==> src/rtl/spi_fb_ctrl.sv <==
// spi_fb_ctrl: SPI-slave command decoder driving framebuffer pixel writes
// and the video-enable / background-colour configuration registers.
//
// Ports:
//   clk_i, rst_i           pixel clock, synchronous active-high reset
//   io_SPISignals_*        raw SPI pins (mode 0, SS active-low, MSB first)
//   fb_wr_valid_o/ready_i  framebuffer write handshake
//   fb_wr_addr_o/data_o    pixel address and value
//   cfg_video_en_o         video generator enable
//   cfg_bg_o               background colour {R,G,B}
//   ovf_o                  sticky pixel-dropped flag
//   frame_cnt_o            completed-frame counter (SPI_FRAME_CNT_EN only)
//
// Build option: define SPI_FRAME_CNT_EN to add frame_cnt_o.
module spi_fb_ctrl #(
    parameter int ADDR_W      = 14,
    parameter int DATA_W      = 8,
    parameter int SYNC_STAGES = 2
) (
    input  logic              clk_i,
    input  logic              rst_i,
    input  logic              io_SPISignals_SCLK,
    input  logic              io_SPISignals_SS,
    input  logic              io_SPISignals_MOSI,
    output logic              fb_wr_valid_o,
    input  logic              fb_wr_ready_i,
    output logic [ADDR_W-1:0] fb_wr_addr_o,
    output logic [DATA_W-1:0] fb_wr_data_o,
    output logic              cfg_video_en_o,
    output logic [23:0]       cfg_bg_o,
    output logic              ovf_o
`ifdef SPI_FRAME_CNT_EN
    ,
    output logic [15:0]       frame_cnt_o
`endif
);

    localparam logic [3:0] S_IDLE   = 4'd0;
    localparam logic [3:0] S_CMD    = 4'd1;
    localparam logic [3:0] S_ADDRHI = 4'd2;
    localparam logic [3:0] S_ADDRLO = 4'd3;
    localparam logic [3:0] S_PIXELS = 4'd4;
    localparam logic [3:0] S_BGR    = 4'd5;
    localparam logic [3:0] S_BGG    = 4'd6;
    localparam logic [3:0] S_BGB    = 4'd7;
    localparam logic [3:0] S_EN     = 4'd8;
    localparam logic [3:0] S_IGNORE = 4'd9;

    logic [SYNC_STAGES-1:0] sclk_sync_q, ss_sync_q, mosi_sync_q;
    logic sclk_s, ss_s, mosi_s;
    logic sclk_prev_q, ss_prev_q;
    logic sclk_rise, ss_fall, xfer;

    logic [2:0]        bit_cnt_q, bit_cnt_d;
    logic [7:0]        shift_q, shift_d;
    logic [7:0]        byte_q, byte_d;
    logic              byte_vld_q, byte_vld_d;
    logic [3:0]        state_q, state_d;
    logic [7:0]        addr_hi_q, addr_hi_d;
    logic [ADDR_W-1:0] ptr_q, ptr_d;
    logic              valid_q, valid_d;
    logic [ADDR_W-1:0] addr_q, addr_d;
    logic [DATA_W-1:0] data_q, data_d;
    logic              en_q, en_d;
    logic [7:0]        bg_r_q, bg_r_d, bg_g_q, bg_g_d;
    logic [23:0]       bg_q, bg_d;
    logic              ovf_q, ovf_d;

    assign sclk_s = sclk_sync_q[SYNC_STAGES-1];
    assign ss_s   = ss_sync_q[SYNC_STAGES-1];
    assign mosi_s = mosi_sync_q[SYNC_STAGES-1];

    assign sclk_rise = sclk_s & ~sclk_prev_q;
    assign ss_fall   = ~ss_s & ss_prev_q;
    assign xfer      = valid_q & fb_wr_ready_i;

    always_comb begin
        bit_cnt_d  = bit_cnt_q;
        shift_d    = shift_q;
        byte_d     = byte_q;
        byte_vld_d = 1'b0;
        state_d    = state_q;
        addr_hi_d  = addr_hi_q;
        ptr_d      = ptr_q;
        valid_d    = valid_q;
        addr_d     = addr_q;
        data_d     = data_q;
        en_d       = en_q;
        bg_r_d     = bg_r_q;
        bg_g_d     = bg_g_q;
        bg_d       = bg_q;
        ovf_d      = ovf_q;

        // Byte assembly; SS high discards any partial byte.
        if (ss_s) begin
            bit_cnt_d = 3'd0;
        end else if (sclk_rise) begin
            shift_d   = {shift_q[6:0], mosi_s};
            bit_cnt_d = bit_cnt_q + 3'd1;
            if (bit_cnt_q == 3'd7) begin
                byte_vld_d = 1'b1;
                byte_d     = shift_d;
            end
        end

        // Output buffer drains on handshake; a new load below re-arms it.
        if (xfer) begin
            valid_d = 1'b0;
        end

        if (ss_s) begin
            state_d = S_IDLE;
        end else if (ss_fall) begin
            state_d = S_CMD;
        end else if (byte_vld_q) begin
            case (state_q)
                S_CMD: begin
                    case (byte_q)
                        8'h01: state_d = S_ADDRHI;
                        8'h02: state_d = S_BGR;
                        8'h03: state_d = S_EN;
                        8'h04: begin
                            ovf_d   = 1'b0;
                            state_d = S_IGNORE;
                        end
                        default: state_d = S_IGNORE;
                    endcase
                end
                S_ADDRHI: begin
                    addr_hi_d = byte_q;
                    state_d   = S_ADDRLO;
                end
                S_ADDRLO: begin
                    ptr_d   = ADDR_W'({addr_hi_q, byte_q});
                    state_d = S_PIXELS;
                end
                S_PIXELS: begin
                    if (!valid_q || xfer) begin
                        valid_d = 1'b1;
                        addr_d  = ptr_q;
                        data_d  = DATA_W'(byte_q);
                    end else begin
                        ovf_d = 1'b1;
                    end
                    // Advance even on a drop so later pixels stay aligned.
                    ptr_d = ptr_q + 1'b1;
                end
                S_BGR: begin
                    bg_r_d  = byte_q;
                    state_d = S_BGG;
                end
                S_BGG: begin
                    bg_g_d  = byte_q;
                    state_d = S_BGB;
                end
                S_BGB: begin
                    bg_d    = {bg_r_q, bg_g_q, byte_q};
                    state_d = S_IGNORE;
                end
                S_EN: begin
                    en_d    = byte_q[0];
                    state_d = S_IGNORE;
                end
                default: state_d = state_q;
            endcase
        end
    end

    always_ff @(posedge clk_i) begin
        if (rst_i) begin
            sclk_sync_q <= '0;
            ss_sync_q   <= '1;
            mosi_sync_q <= '0;
            sclk_prev_q <= 1'b0;
            ss_prev_q   <= 1'b1;
            bit_cnt_q   <= 3'd0;
            shift_q     <= 8'd0;
            byte_q      <= 8'd0;
            byte_vld_q  <= 1'b0;
            state_q     <= S_IDLE;
            addr_hi_q   <= 8'd0;
            ptr_q       <= '0;
            valid_q     <= 1'b0;
            addr_q      <= '0;
            data_q      <= '0;
            en_q        <= 1'b0;
            bg_r_q      <= 8'd0;
            bg_g_q      <= 8'd0;
            bg_q        <= 24'd0;
            ovf_q       <= 1'b0;
        end else begin
            sclk_sync_q <= {sclk_sync_q[SYNC_STAGES-2:0], io_SPISignals_SCLK};
            ss_sync_q   <= {ss_sync_q[SYNC_STAGES-2:0], io_SPISignals_SS};
            mosi_sync_q <= {mosi_sync_q[SYNC_STAGES-2:0], io_SPISignals_MOSI};
            sclk_prev_q <= sclk_s;
            ss_prev_q   <= ss_s;
            bit_cnt_q   <= bit_cnt_d;
            shift_q     <= shift_d;
            byte_q      <= byte_d;
            byte_vld_q  <= byte_vld_d;
            state_q     <= state_d;
            addr_hi_q   <= addr_hi_d;
            ptr_q       <= ptr_d;
            valid_q     <= valid_d;
            addr_q      <= addr_d;
            data_q      <= data_d;
            en_q        <= en_d;
            bg_r_q      <= bg_r_d;
            bg_g_q      <= bg_g_d;
            bg_q        <= bg_d;
            ovf_q       <= ovf_d;
        end
    end

`ifdef SPI_FRAME_CNT_EN
    logic        ss_rise;
    logic        got_byte_q, got_byte_d;
    logic [15:0] fcnt_q, fcnt_d;

    assign ss_rise = ss_s & ~ss_prev_q;

    // Only frames that carried at least one whole byte are counted.
    always_comb begin
        got_byte_d = got_byte_q | byte_vld_q;
        fcnt_d     = fcnt_q;
        if (ss_rise) begin
            if (got_byte_q || byte_vld_q) begin
                fcnt_d = fcnt_q + 16'd1;
            end
            got_byte_d = 1'b0;
        end
    end

    always_ff @(posedge clk_i) begin
        if (rst_i) begin
            got_byte_q <= 1'b0;
            fcnt_q     <= 16'd0;
        end else begin
            got_byte_q <= got_byte_d;
            fcnt_q     <= fcnt_d;
        end
    end

    assign frame_cnt_o = fcnt_q;
`endif

    assign fb_wr_valid_o  = valid_q;
    assign fb_wr_addr_o   = addr_q;
    assign fb_wr_data_o   = data_q;
    assign cfg_video_en_o = en_q;
    assign cfg_bg_o       = bg_q;
    assign ovf_o          = ovf_q;

endmodule

==> config.mk <==
export PLATFORM = sky130hd
export DESIGN_NAME = spi_fb_ctrl
export DESIGN_NICKNAME = d
export VERILOG_FILES = /design/src/rtl/spi_fb_ctrl.sv
export SDC_FILE = /design/constraint.sdc
export NUM_CORES = 1
export LEC_CHECK = 0
export ABC_AREA = 1
export CAP_MARGIN = 10
export CORE_MARGIN = 2
export CORE_UTILIZATION = 46
export DETAILED_ROUTE_END_ITERATION = 12
export PLACE_DENSITY = 0.7
export REMOVE_ABC_BUFFERS = 1
export SKIP_LAST_GASP = 1
export SLEW_MARGIN = 15
export SYNTH_ARGS = -nofsm -noshare
export SYNTH_HDL_FRONTEND = slang
export SYNTH_SLANG_ARGS = --single-unit
==> constraint.sdc <==
create_clock -name clk_i -period 1.4 [get_ports clk_i]
set_clock_uncertainty 0.05 [all_clocks]
set_input_delay 0.21 -clock clk_i [delete_from_list [all_inputs] [get_ports clk_i]]
set_output_delay 0.21 -clock clk_i [all_outputs]
set_load 0.005 [all_outputs]
=== After elaboration in Yosys (flattened, before gate mapping) ===
Index checks and enable logic that the tools add are counted.

* ROM bits: 0
* Latch bits: 0
* Output and inout bits: 49
* Flip-flop bits (word level): 116
* Word-level logic and storage cells: 83
* RAM bits: 0
* Memories kept: 0

* Add/subtract/negate cells: 2
* $lt $le $gt $ge: 0
* Reduce and logical (&&, ||, !) cells: 23
* Multiplexer cells: 15
* Shift operators: 0
* Bitwise gates (word level): 7
* Multiply operators: 0
* Eq/ne operators: 15
* Divide/modulo/power cells: 0

{| class="wikitable"
|+ Operators with widths
! kind !! number
|-
| 14-bit case mux with 2 select lines || 1
|-
| 4-bit case mux with 6 select lines || 1
|-
| 4-bit AND reduction || 6
|-
| 4-bit by 3-bit equality test with 1-bit output (second input constant) || 4
|-
| 8-bit by 2-bit equality test with 1-bit output (second input constant) || 2
|-
| 14-bit by 1-bit adder with 14-bit output (second input constant) || 1
|-
| 4-bit case mux with 3 select lines || 1
|-
| 1-bit two-way mux || 11
|-
| 4-bit by 2-bit equality test with 1-bit output (second input constant) || 2
|-
| 8-bit by 1-bit equality test with 1-bit output (second input constant) || 1
|-
| 8-bit by 3-bit equality test with 1-bit output (second input constant) || 1
|-
| 7-bit nonzero test || 1
|-
| 2-bit AND reduction || 3
|-
| 6-bit AND reduction || 1
|-
| 2-bit nonzero test || 3
|-
| 6-bit nonzero test || 1
|-
| 3-bit OR reduction || 2
|-
| 5-bit AND reduction || 1
|-
| 4-bit by 1-bit equality test with 1-bit output (second input constant) || 1
|-
| 4-bit equality test (second input constant) || 1
|-
| 1-bit inverter || 4
|-
| 2-bit OR reduction || 2
|-
| 3-bit by 1-bit adder with 3-bit output (second input constant) || 1
|-
| 1-bit bitwise AND || 3
|-
| other kinds (7) || 7
|}

=== Longest topological paths before layout ===
Gate-level depths: netlist (run 1).

* Depth in word-level cells: 7
* Depth in mapped cells: 10
* Depth with buffers taken out: 10

=== Least setup slack after synthesis (run 1) ===
OpenSTA, ideal clock, no wires.

* Path kind: reg2reg
* Start point: register byte_vld_q
* End point: register bg_q[10], in the netlist cfg_bg_o[10]
* Setup slack: 0.020 ns
* Clock period less this slack: 1.380 ns
* Data required time: 1.234 ns
* Buffers on the path: 1
* Setup time: 0.116 ns
* Cell stages (with the launch flop): 9
* Data arrival time: 1.214 ns
* Cells stage by stage: dfxtp_1 > nand2_1 > nor2_4 > inv_2 > nor2_4 > inv_2 > buf_2 > nor2_1 > nor2_1

* Word-level cells in the longest chain between the ends: 1

{| class="wikitable"
|+ RTL lines
! element !! line !! text
|-
| start: declaration || 57 || <nowiki>logic byte_vld_q, byte_vld_d;</nowiki>
|-
| start signal: assignment || 200 || <nowiki>byte_vld_q <= byte_vld_d;</nowiki>
|-
| 4-bit AND reduction (no source line) || n/a ||
|-
| end signal: assignment || 210 || <nowiki>bg_q <= bg_d;</nowiki>
|-
| end: declaration || 66 || <nowiki>logic [23:0] bg_q, bg_d;</nowiki>
|}

Every way passes these cells.
A chain may end at the register's enable or synchronous reset.

=== Final worst setup path (run 1) ===
* Start point: register ss_sync_q[1]
* End point: register bg_r_q[5]

* Word-level cells in the longest chain between the ends: 4

{| class="wikitable"
|+ RTL lines
! element !! line !! text
|-
| start: declaration || 49 || <nowiki>logic [SYNC_STAGES-1:0] sclk_sync_q, ss_sync_q, mosi_sync_q;</nowiki>
|-
| start signal: assignment || 193 || <nowiki>ss_sync_q <= {ss_sync_q[SYNC_STAGES-2:0], io_SPISignals_SS};</nowiki>
|-
| 1-bit inverter (no source line) (*) || n/a ||
|-
| 1-bit bitwise AND || 74 || <nowiki>assign ss_fall = ~ss_s & ss_prev_q;</nowiki>
|-
| 1-bit inverter (no source line) || n/a ||
|-
| 4-bit AND reduction (no source line) (*) || n/a ||
|-
| end signal: assignment || 208 || <nowiki>bg_r_q <= bg_r_d;</nowiki>
|-
| end: declaration || 65 || <nowiki>logic [7:0] bg_r_q, bg_r_d, bg_g_q, bg_g_d;</nowiki>
|}

Mark *: on every way between the ends. The rest lies on a longest branch, timed or not.

==> metrics.txt, run 1 <==
outcome finished, violations left; failing checks negative setup slack; final worst slack -0.0567 ns; placed cells 813; Die Span Y 104 microns; CTS tree built; Fin. Hold Viols 0; r2r setup slk -0.06 ns; global-route wire length before repair roughly 20,000 microns; most common cell after layout, fill and taps aside dfxtp_1; Yosys cell types 28; gr ovfl total 0; CP bufs+invs 4; Area growth, synth to finish 45.5%; Clk pin slew, worst setup/hold paths roughly 0.06 ns; total wire length 13,800 microns; Post-synth EDFFs 0; # nets final 732; Final Slew Violations 0; routed vias/inst between 5 and 6; Yosys Warn Count 0; DRC 0; register area share after synthesis 0.503; Port Buffers 54; I/O pins 55; CP max stage cell dfxtp_2; crit path max fanout 8; ys flop type dfxtp_1; Crit path largest cell delay 0.32 ns; core area between 0.009 and 0.01 sq mm; final number of setup-violating endpoints 21; Die X between 100 and 150 microns; vias in the first global route approximately 4,400; cell mode on critical path nor2_4; Finished Layout Cells roughly 870; share of cells above drive strength 1 0.247; pin count of the biggest net entering global routing 44; remaining antenna violation count after routing 0; HPWL Detailed about 7700 microns; antenna violations before repair 0; All-Layer GR Usage 0.228; clock latency on the worst-skew pair between 0.5 and 0.6 ns; Top delay family on crit path buffers and inverters; crit path cell chain inv_2 > nand2_2 > nor2_4 > inv_4 > buf_6 > nor2_4 > buf_12 > o21ai_0 > a21oi_1; cts bufs inserted 17; drt pass-1 iters 5; post-layout util 0.687; DRT iter0 DRCs between 300 and 400; Final period util 1.04; worst ir drop on vdd approximately 0.00076 V; Design Power between 7 and 8 mW; Syn Inst Count approximately 600; max-cap check violation count 0; worst-margin pin slew ~0.31 ns; Worst setup EP type flip-flop; FMAX approximately 0.69 GHz; Setup CP Type reg -> reg; CTS H-tree depth 4; synthesized flop and latch total 116; Row Count 36; CTS Root Cell clkbuf_8; DR vias 4,720; async set-reset flop share out of synthesis 0; syn_area_per_cell approximately 7.6 sq um; Arr. time, crit path roughly 1.8 ns; post-DR wirelength/cell 15.9 microns; die area between 0.01 and 0.015 sq mm; clock tree buffer depth 2; pwr dens about 1100 mW/mm^2; CP required ~1.8 ns; critical path launch point type flip-flop; CTS sink count 116; RSZ-0062 raised after global routing yes; slew margin rel. 0.789; Final Critical Period approximately 1.5 ns; routability cong. between 0.8 and 0.9; post-place setup slack -0.183 ns; initial core utilization 0.472; synthesized area between 0.004 and 0.005 sq mm; most frequent cells in the layout dfxtp_1 (102), a21oi_1 (78), nor2_1 (72); ant diodes 0; Tightest Hold Check Type in -> reg; Lkg Pwr slightly below 3 nW
[routing by layer]
metal	global-route usage	share of wire	vias up
li1	-	-	2272
met3	0.0627	0.055	34
met2	0.406	0.52	193
met5	0	0	-
met1	0.261	0.41	2221
met4	0.0792	0.021	0
[Yosys cell counts (2+ instances only)]
library cell,number,area [sq um]
nor2_2,2,12.5
nor2_4,4,45.0
a21oi_1,82,410
nor3_1,3,15.0
a31oi_1,2,12.5
clkbuf_1,10,37.5
inv_2,6,22.5
ha_1,3,37.5
nand4_1,10,62.6
nor2_1,83,312
buf_4,7,52.6
o21ai_1,23,115
nand2_2,3,18.8
nand3_1,29,145
inv_1,50,188
or2_2,2,12.5
buf_2,9,45.0
nand2_1,72,270
o21ai_0,82,410
dfxtp_1,116,2320
[cells by family after synthesis]
family | count (synthesis) | synth area share
and+or+nand+nor | 213 | 0.203
AOI/OAI and AO/OA | 190 | 0.207
DFF | 116 | 0.503
buffers and inverters | 84 | 0.0786
adders and majority gates | 3 | 0.00813
[power breakdown]
part           total, mW  switching (mW)  internal, mW
sequential          3.31         0.00479          3.31
clock               4.05            1.46          2.59
combinational      0.123          0.0750        0.0485
[state kept, by name, indices dropped and copies added (netlist names), 2 cells and up]
name / flops
shift_q: 7
sclk_sync_q: 2
ptr_q: 14
state_q: 4
fb_wr_data_o: 8
bit_cnt_q: 3
bg_g_q: 8
mosi_sync_q: 2
bg_r_q: 8
byte_q: 8
addr_hi_q: 6
cfg_bg_o: 24
fb_wr_addr_o: 14
ss_sync_q: 2
[layout make-up]
cell class	instances	area (sq um)
clock buffers	20	445
clock inverters	10	109
fillers	759	3060
inverters	57	236
multi-input cells	407	2180
flip-flops and latches	116	2350
well taps	133	166
repair buffers	123	1230
repair inverters	1	8.76
[through the flow]
step	cell area [sq um]	setup TNS [ns]	hold WS, ns
final	6720	-0.452	0.165
after CTS	6410	-0.599	0.155
after floorplan	4470	-18.58	0.229
after global placement	5600	-5.36	0.340
after detailed placement	5600	-7.32	0.343
after global routing	6720	-6.46	0.185
[final timing paths]
kind / to / cells after the start / startpoint
worst max-delay path: bg_r_q[5] / 9 / ss_sync_q[1]
worst min-delay path: sclk_sync_q[0] / 3 / io_SPISignals_SCLK
worst max register to register: bg_r_q[5] / 9 / ss_sync_q[1]
worst min register to register: sclk_sync_q[1] / 2 / sclk_sync_q[0]
[worst register-to-register path, stage by stage (launching register included)]
cell and delay [ns]:
dfxtp_2 0.32, inv_2 0.05, nand2_2 0.05, nor2_4 0.13
inv_4 0.08, buf_6 0.12, nor2_4 0.17, buf_12 0.16
o21ai_0 0.10, a21oi_1 0.15
[timing repair]
| action | 4_1_cts | 5_1_grt |
|---|---|---|
| gates cloned | 4 | 4 |
| endpoints found under the hold margin | 0 | 0 |
| pin swaps | 7 | 12 |
| endpoints found under the setup margin | 117 | 93 |
| hold buffers | 0 | 0 |
| buffers inserted | 12 | 7 |
| resized for setup | 94 | 71 |
(Power assumes the default switching activity.)
==> inputs of run 2 (changes only) <==
Settings changed: CAP_MARGIN 10 to 20, CTS_CLUSTER_DIAMETER set to 100.
==> results of run 2 <==
Final layout, timing and power as in run 1 (identical DEF).
==> inputs of run 3 (changes only) <==
Settings changed: SKIP_CTS_REPAIR_TIMING set to 1.
==> run 3 against run 2 <==
Net effect: the run still ends with negative setup slack left; clock power rose by 1%; die area did not move; core utilization rose by 6.2 points; flip-flop and latch count did not move; global-route usage fell by 1.8 points; via count rose by 4.0%; final area rose by 9.0%; power rose by 0.80%; largest cell class is now multi-input combinational cells.
==> metrics.txt, run 3 (synthesis results as in run 1) <==
Clk pin slew, worst setup/hold paths 0.06 ns (about the same); Fin. Hold Viols 0 (unchanged); most common cell after layout, fill and taps aside dfxtp_1 (unchanged); Net Switching 1.60 mW (was 1.54 mW); CTS Root Cell clkbuf_8 (unchanged); Final Cell Area 0.00732 sq mm (was 0.00672 sq mm); r2r setup slk -0.28 ns (was -0.06 ns); worst ir drop on vdd 0.000741 V (was 0.000759 V); All-Layer GR Usage 0.210 (was 0.228); FMAX 0.594 GHz (was 0.686 GHz); total wire length 15,200 microns (was 13,800 microns); crit path cell chain inv_2 > nor2_4 > nand2_2 > clkinv_4 > nand2_4 > nor2_4 > buf_6 > buf_6 > o21ai_2 > a21oi_1 (was inv_2 > nand2_2 > nor2_4 > inv_4 > buf_6 > nor2_4 > buf_12 > o21ai_0 > a21oi_1); CP endpoint fb_wr_addr_o[6] (was bg_r_q[5]); Clk pwr share 0.543 (was 0.541); post-place setup slack -0.183 ns (unchanged); max-cap check violation count 0 (unchanged); internal power 5.95 mW (was 5.94 mW); CTS H-tree depth 4 (unchanged); Die Span Y 104 microns (unchanged); area of the multi-input gates 0.00244 sq mm (was 0.00218 sq mm); CP max stage cell dfxtp_2 (unchanged); Fill cells 642 (was 759); routed vias/inst 5.59 (was 5.44); Row Count 36 (unchanged); critical path launch point type flip-flop (unchanged); DRT iter0 DRCs 349 (was 344); worst-margin pin slew 0.324 ns (was 0.314 ns); instance count on the critical path 10 (was 9); Top delay family on crit path simple AND/OR/NAND/NOR gates (was buffers and inverters); vias in the first global route 4,079 (was 4,355); RSZ-0062 raised after global routing yes (unchanged); failing checks negative setup slack (unchanged); post-DR wirelength/cell 17.3 microns (was 15.9 microns); CP required 1.79 ns (was 1.78 ns); I/O pins 55 (unchanged); slew margin rel. 0.783 (was 0.789); Area growth, synth to finish 58.6% (was 45.5%); final number of setup-violating endpoints 71 (was 21); Tightest Hold Check Type in -> reg (unchanged); # nets final 743 (was 732); most frequent cells in the layout dfxtp_1 (100), nor2_1 (72), a21oi_1 (60), nand2_1 (60), dlymetal6s2s_1 (48) (was dfxtp_1 (102), a21oi_1 (78), nor2_1 (72)); Setup CP Type reg -> reg (unchanged); CTS sink count 116 (unchanged); RR Startpoint state_q[2] (was ss_sync_q[1]); Arr. time, crit path 2.07 ns (was 1.84 ns); CP bufs+invs 4 (unchanged); final worst slack -0.282 ns (was -0.0567 ns); DRC 0 (unchanged); routability cong. 0.856 (unchanged); DR vias 4,909 (was 4,720); clock latency on the worst-skew pair 0.51 ns (about the same); core area 0.00977 sq mm (unchanged); Hold WS 0.164 ns (was 0.165 ns); ant diodes 0 (unchanged); worst hold start io_SPISignals_SCLK (unchanged); dpl cell area 0.00560 sq mm (unchanged); share of cells above drive strength 1 0.334 (was 0.247); Die X 104 microns (unchanged); initial core utilization 0.472 (unchanged); Lkg Pwr 3.66 nW (was 2.91 nW); Port Buffers 54 (unchanged); sw frac 0.212 (was 0.206); Comb pwr share 0.018 (was 0.016); Crit path largest cell delay 0.33 ns (was 0.32 ns); gr ovfl total 0 (unchanged); cts bufs inserted 17 (unchanged); Setup crit start state_q[2] (was ss_sync_q[1]); sequential power share 0.439 (was 0.443); antenna violations before repair 0 (unchanged); Final Slew Violations 0 (unchanged); crit path max fanout 6 (was 8); R2R depth 10 (was 9); pin count of the biggest net entering global routing 44 (unchanged); max FFs per register 24 (unchanged); Worst setup EP type flip-flop (unchanged); CTS tree built (unchanged); Final Critical Period 1.68 ns (was 1.46 ns); outcome finished, violations left (unchanged); HPWL Detailed 7740 microns (unchanged); remaining antenna violation count after routing 0 (unchanged); clock tree buffer depth 2 (unchanged); FF/Latch Area 0.00235 sq mm (about the same); Final period util 1.20 (was 1.04); pwr dens 1030 mW/mm^2 (was 1110 mW/mm^2); reg2reg end fb_wr_addr_o[6] (was bg_r_q[5]); die area 0.0109 sq mm (unchanged); global-route wire length before repair 18,600 microns (was 20,000 microns); drt pass-1 iters 6 (was 5)
## run 3: cell count changes in the layout (fill, tap and decap cells not counted), moves of 4 or more
cell	before	now
dlygate4sd2_1	49	0
dlymetal6s2s_1	0	48
o21ai_0	65	39
o21ai_2	14	40
a21oi_1	78	60
a21oi_2	4	22
buf_6	5	17
buf_4	50	45
buf_16	4	0
clkbuf_16	18	22
inv_4	4	0
nand2_1	64	60
## run 3: worst min path at each step
stage	to	slack, ns	depth (start not counted)
6_report	sclk_sync_q[0]	0.16	3
5_1_grt	sclk_sync_q[0]	0.18	3
4_1_cts	sclk_sync_q[0]	0.15	3
3_5_place_dp	mosi_sync_q[1]	0.34	2
3_3_place_gp	ss_sync_q[1]	0.34	1
2_1_floorplan	fb_wr_valid_o	0.23	1
## run 3: final cells by class
cell class	count	share of cell area
Timing Repair Buffer	134	0.213
Clock buffer	20	0.0609
Inverter	57	0.0330
Timing Repair inverter	1	0.00120
Sequential cell	116	0.321
Tap cell	133	0.0227
Clock inverter	10	0.0149
Multi-Input combinational cell	407	0.333
## run 3: power groups by stage
stage / logic, mW / clock network, mW / registers (mW)
global placement: 0.110 / 0 / 3.39
detailed placement: 0.112 / 0 / 3.39
floorplan: 0.0484 / 0 / 3.39
global route: 0.143 / 4.26 / 3.31
finish: 0.133 / 4.10 / 3.31
CTS: 0.114 / 4.07 / 3.32
## run 3: metrics by stage
step / instances / power, mW / setup TNS (ns) / utilization
final: 878 / 7.54 / -8.19 / 0.749
after global routing: 878 / 7.71 / -12.50 / 0.749
after CTS: 843 / 7.50 / -14.77 / 0.630
after detailed placement: 813 / 3.50 / -7.32 / 0.573
after global placement: 813 / 3.50 / -5.36 / 0.573
after floorplan: 579 / 3.44 / -18.58 / -
## run 3: layer usage
metal / global-route usage / part of all wire / up-vias / wire length, microns
li1: - / - / 2286 / -
met1: 0.246 / 0.38 / 2331 / 5770
met3: 0.0564 / 0.068 / 54 / 1030
met2: 0.376 / 0.53 / 238 / 8000
met5: 0 / 0 / - / 0
met4: 0.0579 / 0.026 / 0 / 402
## run 3: worst min-delay path, delay by kind of cell
family,cells,cell delay (ns)
buffers and inverters,2,0.44
AND/OR/NAND/NOR,1,0.03
==> edit: new RTL, flow settings as in run 2 <==
Change the parameter `SYNC_STAGES` from 2 to 4.
--- a/src/rtl/spi_fb_ctrl.sv
+++ b/src/rtl/spi_fb_ctrl.sv
@@ -16,5 +16,5 @@
     parameter int ADDR_W      = 14,
     parameter int DATA_W      = 8,
-    parameter int SYNC_STAGES = 2
+    parameter int SYNC_STAGES = 4
 ) (
     input  logic              clk_i,
Check against the original RTL: no difference found for any inputs over 10 cycles, from zero or initial values and one cycle with rst_i high; that may be too few to reach the edited logic, so the function may still have changed.
==> edit against run 2 <==
  * Synthesized area rose by 4.4%
  * Sequential share of layout area fell by 2.9 points
  * Largest cell class is now multi-input combinational cells
  * Power rose by 9.4%
  * Synthesized cell count rose by 5.4%
  * Final area rose by 16%
  * Critical endpoint is now ptr_q[3]
  * First-iteration DRC count fell by 25%
  * The run still ends with negative setup slack left
  * Highest routed layer unchanged
  * Wire length rose by 15%
  * Sequential cell count rose by 6
  * Setup slack got worse by 0.15 ns
==> edit: results (changes against run 2) <==
* Largest net degree at the start of global routing at 81 (+84%)
* Ranking of synthesized cells by area: dfxtp_1, o21ai_0, a21oi_1
* DRT iter0 DRCs at 259 (-25%)
* DR pass1 iterations at 5 (unchanged)
* Critical path's top delay family: buffers and inverters
* Top cells by count, synth: dfxtp_1, nor2_1, nand2_1
* H-tree levels at 4 (unchanged)
* Mux cell area share after synthesis at 0% (unchanged)
* Overall global routing resource usage at 26.24% (+3.5 points)
* Layout cells sized above 1 at 38.64% (+14 points)
* Largest family of logic cells by synthesized area: simple AND/OR/NAND/NOR gates
* Max FFs per register at 24 (unchanged)
* Seq/Total Area, Yosys at 50.69% (+0.38 points)
* Post-CTS Setup Bufs at 27 (+15)
* Later-pin clock latency in the skew report at 0.53 ns (+0.02 ns)
* Xor/xnor share of the synthesized area at 0% (unchanged)
* Antenna violations before repair at 0 (unchanged)
* Dpl ws at -0.2310 ns (-0.04783 ns)
* Worst IR drop on VDD at 945.5 uV (+25%)
* Antenna cells at 0 (unchanged)
* WL/cell at 16.72 um (+5.2%)
* Routed vias/inst at 5.415 (-0.53%)
* Leakage power at 3.276 nW (+12%)
* Vias in the first global route at 4769 (+9.5%)
* Resized cells post-CTS at 219 (+130%)
* Compound-Gate Fraction of Synth Area at 19.40% (-1.3 points)
* Max stage delay on crit path at 0.33 ns
* Clk buf depth at 2 (unchanged)
* Worst slew pin tran at 0.3416 ns (+0.02794 ns)
* Filler cells at 684 (-9.9%)
* Primary FF master, synth: dfxtp_1
* Worst Hold Class: in2reg
* Critical path arrival at 2.02 ns (+0.18 ns)
* Inserted Clock Buffers at 17 (unchanged)
* Finish-stage setup viols at 81 (+290%)
* Clock-pin transition on the worst setup and hold timing paths at 0.06 ns (about the same)
* Root Buffer: clkbuf_8
* GPL Wtd Cong at 0.8987 (+4.9%)
* First-pass GRT wire length at 23110 um (+15%)
* Placed Area at 0.005892 sq mm (+5.1%)
* Async set-reset flop share out of synthesis at 0% (unchanged)
* Syn. warnings at 0 (unchanged)
* Worst path slowest cell: dfxtp_2
* Port-buffer cells at 54 (unchanged)
* Post-synthesis adder-cell area fraction at 0.7790% (-0.034 points)
* Worst setup margin at -0.2027 ns (-0.1460 ns)
* CP max FO at 8 (unchanged)
* Netlist cell types at 25 (-11%)
* Violated checks: negative setup slack
* Status: finished, violations left
* Detailed placer's ending HPWL at 8004 um (+3.4%)
* Internal power at 6.420 mW (+8.0%)
* Nets at 806 (+10%)
-- edit: worst min-delay path, delay by kind of cell --
family / cells / cell delay (ns)
buffers and inverters: 2 / 0.44
and+or+nand+nor: 1 / 0.03
-- edit: power groups by stage --
stage | combinational [mW] | sequential, mW | clock [mW]
2_1_floorplan | 0.0521 | 3.56 | 0
3_5_place_dp | 0.111 | 3.56 | 0
4_1_cts | 0.120 | 3.48 | 4.57
3_3_place_gp | 0.109 | 3.56 | 0
6_report | 0.128 | 3.48 | 4.57
5_1_grt | 0.142 | 3.48 | 4.79
-- edit: final cells by class --
type	count	area, sq um	share of cell area [%]
clock buffers	18	417.9	5.358
repair buffers	166	1687	21.62
well taps	136	170.2	2.182
flip-flops and latches	122	2497	32.02
inverters	61	254.0	3.256
clock inverters	14	196.4	2.518
multi-input cells	429	2577	33.04
-- edit: metrics by stage --
step	TNS [ns]	power [mW]	util, %	hold WS (ns)	instances
6_report	-5.273	8.183	76.24	0.1492	946
5_1_grt	-10.26	8.411	76.24	0.1675	946
4_1_cts	-4.686	8.176	71.35	0.1485	925
3_5_place_dp	-12.22	3.675	57.59	0.3460	858
3_3_place_gp	-8.810	3.673	57.59	0.3399	858
2_1_floorplan	-11.03	3.615	-	0.2291	612
-- edit: path summary, 6_finish.rpt --
path	slack (ns)	start	to	cells past startpoint
worst max-delay path	-0.20	ss_sync_q[3]	ptr_q[3]	8
worst max register to register	-0.20	ss_sync_q[3]	ptr_q[3]	8
worst min-delay path	0.15	io_SPISignals_SCLK	sclk_sync_q[0]	3
worst min register to register	0.35	sclk_sync_q[0]	sclk_sync_q[1]	2
-- edit: layer usage --
metal	GRT usage (%)	share of wire, %	up-vias
met3	6.928	5.1	44
li1	-	-	2430
met1	30.76	39	2469
met5	0	0	-
met4	10.34	3.1	0
met2	45.56	53	180
